`src/rtl/vmem_defs.sv`:
```
// vmem_defs: DRAM port definitions shared by the video memory reader and writer.
package vmem_defs;

  localparam logic [2:0] READ_CMD        = 3'd1;
  localparam logic [2:0] WRITE_CMD       = 3'd2;
  localparam logic [5:0] BRST_LEN        = 6'd63;
  localparam int         HALF_LINE_BYTES = 1024;

  localparam logic [1:0] ARB_IDLE     = 2'b00;
  localparam logic [1:0] ARB_GRANT_RD = 2'b01;
  localparam logic [1:0] ARB_GRANT_WR = 2'b10;

  localparam int ADDR_W     = 30;
  localparam int ADDR_PAD_W = 5;
  localparam int LINE_W     = 11;
  localparam int HBYTE_W    = 13;
  localparam int WCNT_W     = 7;

  typedef enum logic [1:0] {
    IDLE  = 2'b00,
    FLUSH = 2'b01,
    CMD   = 2'b10,
    RDD   = 2'b11
  } rd_state_t;

  // Byte address layout: {pad, frame select, line, byte within line}
  function automatic logic [ADDR_W-1:0] pack_addr(input logic vsel,
                                                  input logic [LINE_W-1:0] line,
                                                  input logic [HBYTE_W-1:0] hbyte);
    return {{ADDR_PAD_W{1'b0}}, vsel, line, hbyte};
  endfunction

endpackage

```
`src/rtl/rd_mem.sv`:
```
// rd_mem: fetches one display line as two 64-word DRAM read bursts into the line buffer.
// Optional status port enabled by defining RD_MEM_DEBUG_EN.
module rd_mem
  import vmem_defs::*;
#(
  parameter int DISP_HSTART = 0,
  parameter int DISP_VSTART = 0
) (
  input  logic                cmd_clk,
  input  logic                mem_rst,
  input  logic                calib_done,
  output logic                cmd_en,
  output logic [2:0]          cmd_instr,
  output logic [5:0]          cmd_bl,
  output logic [ADDR_W-1:0]   cmd_byte_addr,
  input  logic                cmd_full,
  input  logic                cmd_empty,
  output logic                rd_en,
  input  logic [127:0]        rd_data,
  input  logic                rd_empty,
  input  logic                rd_full,
  input  logic [6:0]          rd_count,
  input  logic                req,
  input  logic [LINE_W-1:0]   req_line,
  input  logic [1:0]          req_sel,
  input  logic [1:0]          arb_state,
  output logic [127:0]        odata,
  output logic                ovalid,
  input  logic                ofull,
  output logic                done,
  output logic [7:0]          debug
);

  localparam logic [HBYTE_W-1:0] H_OFF = HBYTE_W'(DISP_HSTART * 2);
  localparam logic [LINE_W-1:0]  V_OFF = LINE_W'(DISP_VSTART);

  rd_state_t           state;
  logic [WCNT_W-1:0]   wcnt;
  logic                half;
  logic                vsel;
  logic [LINE_W-1:0]   line;
  logic [HBYTE_W-1:0]  hbyte;
  logic                unused_ok;

  assign cmd_instr = READ_CMD;
  assign cmd_bl    = BRST_LEN;
  assign odata     = rd_data;
  assign hbyte     = (half ? HBYTE_W'(HALF_LINE_BYTES) : {HBYTE_W{1'b0}}) + H_OFF;
  assign unused_ok = ^{cmd_empty, rd_full, rd_count};

  // Pops are combinational so data reaches the line buffer with zero latency
  always_comb begin
    rd_en  = 1'b0;
    ovalid = 1'b0;
    if (calib_done) begin
      case (state)
        FLUSH:   rd_en = ~rd_empty;
        RDD:     rd_en = ~rd_empty & ~ofull;
        default: rd_en = 1'b0;
      endcase
    end else begin
      rd_en = 1'b0;
    end
    ovalid = (state == RDD) & rd_en;
  end

  // Line fetch sequencer: flush stale data, issue two bursts, count delivered words
  always_ff @(posedge cmd_clk) begin
    if (mem_rst) begin
      state         <= IDLE;
      cmd_en        <= 1'b0;
      done          <= 1'b0;
      wcnt          <= {WCNT_W{1'b0}};
      half          <= 1'b0;
      line          <= {LINE_W{1'b0}};
      vsel          <= 1'b0;
      cmd_byte_addr <= {ADDR_W{1'b0}};
    end else if (!calib_done) begin
      cmd_en <= 1'b0;
      done   <= 1'b0;
    end else begin
      cmd_en <= 1'b0;
      done   <= 1'b0;
      case (state)
        IDLE: begin
          if (req) begin
            line  <= req_line + V_OFF;
            vsel  <= (req_sel == 2'd1) ? 1'b0 : 1'b1;
            half  <= 1'b0;
            state <= rd_empty ? CMD : FLUSH;
          end
        end
        FLUSH: begin
          if (rd_empty) state <= CMD;
        end
        CMD: begin
          if (!cmd_full && (arb_state == ARB_GRANT_RD)) begin
            cmd_en        <= 1'b1;
            wcnt          <= {WCNT_W{1'b0}};
            cmd_byte_addr <= pack_addr(vsel, line, hbyte);
            state         <= RDD;
          end
        end
        RDD: begin
          if (rd_en) begin
            wcnt <= wcnt + 7'd1;
            // Last word of this burst: either fetch the second half or finish the line
            if (wcnt == {1'b0, BRST_LEN}) begin
              if (!half) begin
                half  <= 1'b1;
                state <= CMD;
              end else begin
                done  <= 1'b1;
                state <= IDLE;
              end
            end
          end
        end
        default: state <= IDLE;
      endcase
    end
  end

`ifdef RD_MEM_DEBUG_EN
  assign debug = {ofull, rd_empty, cmd_full, rd_en, half, vsel, state};
`else
  assign debug = 8'd0;
`endif

endmodule

```
`config.mk`:
```
export PLATFORM = sky130hd
export DESIGN_NAME = rd_mem
export DESIGN_NICKNAME = d
export VERILOG_FILES = /design/src/rtl/vmem_defs.sv /design/src/rtl/rd_mem.sv
export SDC_FILE = /design/constraint.sdc
export NUM_CORES = 1
export LEC_CHECK = 0
export CELL_PAD_IN_SITES_DETAIL_PLACEMENT = 1
export CELL_PAD_IN_SITES_GLOBAL_PLACEMENT = 2
export CORE_UTILIZATION = 12
export DETAILED_ROUTE_END_ITERATION = 10
export PLACE_DENSITY_LB_ADDON = 0.08
export SETUP_SLACK_MARGIN = 0.4
export SLEW_MARGIN = 20
export SYNTH_ARGS = -nofsm -noshare
export SYNTH_HDL_FRONTEND = slang
export SYNTH_SLANG_ARGS = --single-unit
```
`constraint.sdc`:
```
create_clock -name cmd_clk -period 1.5 [get_ports cmd_clk]
set_input_delay 0.15 -clock cmd_clk [delete_from_list [all_inputs] [get_ports cmd_clk]]
set_output_delay 0.15 -clock cmd_clk [all_outputs]
set_load 0.01 [all_outputs]
```
==> reports/metrics.cfg <==
[status]
status=completed

[yosys]
netlist.area_leader.share_pct=43.5
synthMostInstantiatedCell=buf_4
synthCells=346
synth.avg_cell_area_sq_um=8.07
synth_edf_count=0
yosysWarnings=0
yosysTopAreaCell=buf_4
ys_ff_latch=37
yosysSeqAreaShare_pct=26.5
synthesis.area_sq_um=2790
async_flop_share_pct=0
synthFlopType=dfxtp_1
synth.top_cells.by_count=buf_4, nand2_1, dfxtp_1
synth_area_leaders=buf_4, dfxtp_1, nand2_1, a21oi_2, a21oi_1
synth_cell_types=36

[layout]
fillCellCount=2668
finalInstanceArea_sq_um=3330
multi_input_area_sq_um=1210
seqCellArea_sq_um=752
antennaDiodeCount=0
synthToLayoutAreaGrowth_pct=19.3
nets=458
final_util_pct=14.7
layout-drive-gt1-share_pct=41.8

[setup_path]
critPathMaxFanout=6
cp-end-kind=flip-flop
cp.required_ns=1.71
path_class=reg -> reg
start_kind=flip-flop
arrival_ns=1.60

[timing]
hold_slack_ns=0.260
final-max-slew-violation-count=0
hold_viol_final=0
setup_ws_ns=0.108
finalWorstPathRequiredPeriod_ns=1.39
fmax_ghz=0.719
finClkSkew_ns=0.00531
finalCritPeriodShare_pct=92.8
setup_violations=0
rsz0062_at_grt=yes

[placed_design]
post-place-ws_ns=-0.367
place.gp.congestion=0.649
io_buffers=38
post-dp-hpwl_microns=5290
place_area_sq_um=2690

[floorplan]
die_area_sq_um=23900
die_h_microns=155
die_w_microns=155
core_area_sq_um=22700
initial_core_util_pct=12.3
pin_count=338
rows=55

[power]
vdd_drop_max_mv=0.325
leakagePower_nw=1.25
powerDensity_nw_per_um2=827
p_total_mw=2.76

[grt]
gr-total-overflow=0
grt_usage_pct=6.13
first_global_vias=1783
grt_max_degree=16
antenna_found_initial=0
grt_pass1_wl_microns=10800

[detailed_routing]
dr.pass1.iters=3
ant_nets=0
drc=0
vias_per_cell=3.06
detail_route.wl_per_cell_microns=13.2
vias=1789
totalWireLength_microns=7710
drtIter0Drc=56

[clock_tree]
cts_tree=yes
clk_latency_ns=0.29
cts.clk_slew.worst_paths_ns=0.06
cts_made_buffers=5
cts_hold_buf=0
clock-sinks=37
root_buffer=clkbuf_16
htree_num_levels=2
cts_max_path_buffers=2

[run]
cap_violations=0

[min_path]
hold_class=in -> reg

## through the flow
| step | instances | TNS (ns) |
|---|---|---|
| final | 584 | 0 |
| after global routing | 584 | 0 |
| after floorplan | 378 | 0 |
| after global placement | 560 | -6.04 |
| after CTS | 576 | 0 |
| after detailed placement | 560 | -6.42 |
## where the power goes
group,total (mW),internal (mW),switching [mW]
registers,1.03,1.00,0.0234
clock network,1.31,0.832,0.476
logic,0.423,0.213,0.209
## state kept, by name, indices dropped and copies added, names as in the netlist
signal	flops
state	2
done	1
line	11
vsel	1
half	1
cmd_byte_addr	13
cmd_en	1
wcnt	7
## final cells by class
type / count / area share, %
clock buffers: 6 / 4.17
clock inverters: 2 / 1.13
inverters: 1 / 0.225
multi-input cells: 169 / 36.3
flip-flops and latches: 37 / 22.6
well taps: 285 / 10.7
repair buffers: 84 / 24.9
## layout by cell type (no fill, tap or decap), types with 5 or more instances in the layout
| cell | count |
|---|---|
| clkdlybuf4s50_1 | 15 |
| dlygate4sd2_1 | 10 |
| a21oi_2 | 18 |
| clkdlybuf4s15_1 | 8 |
| buf_4 | 30 |
| nand2_1 | 35 |
| clkbuf_16 | 6 |
| buf_6 | 11 |
| xor2_1 | 5 |
| dfxtp_1 | 32 |
| nand2_4 | 9 |
| conb_1 | 34 |
| nand2_2 | 7 |
| nor3_1 | 6 |
| a21oi_1 | 8 |
## cell families after synthesis
kind of cell | Yosys count | share of synthesized area [%]
buffers and inverters | 173 | 45.4
multiplexers | 2 | 0.717
other | 2 | 0.269
AO/OA/AOI/OAI | 39 | 9.72
AND/OR/NAND/NOR | 87 | 15.4
adder cells (fa/ha/maj) | 1 | 0.448
flip-flops | 37 | 26.5
XOR/XNOR | 5 | 1.57
## layer usage
| layer | share of wire (%) | global-route usage (%) | up-vias |
|---|---|---|---|
| li1 | - | - | 833 |
| met1 | 46 | 7.66 | 848 |
| met2 | 45 | 9.14 | 86 |
| met3 | 7.7 | 2.55 | 22 |
| met4 | 1.5 | 2.73 | 0 |
| met5 | 0 | 0 | - |
## critical path, cell delays in order (launching register included)
cell and delay [ns]:
dfxtp_4 0.37, nor4b_4 0.22, buf_4 0.17, buf_6 0.12, o211ai_1 0.10, xor2_1 0.16
nor3_1 0.17
## what timing repair did
action	in CTS	in global routing
gates cloned	1	2
setup buffers	7	6
resized for setup	65	54
pin swaps	9	34
endpoints found under the setup margin	54	45
## worst paths after layout
kind                                        start                 to  slack, ns  cells past startpoint
worst max-delay path                     state[0]            wcnt[4]       0.11                      6
worst min-delay path                      mem_rst             cmd_en       0.26                      3
worst max register to register           state[0]            wcnt[4]       0.11                      6
worst min register to register  cmd_byte_addr[13]  cmd_byte_addr[13]       0.45                      2
(Power assumes the default switching activity.)
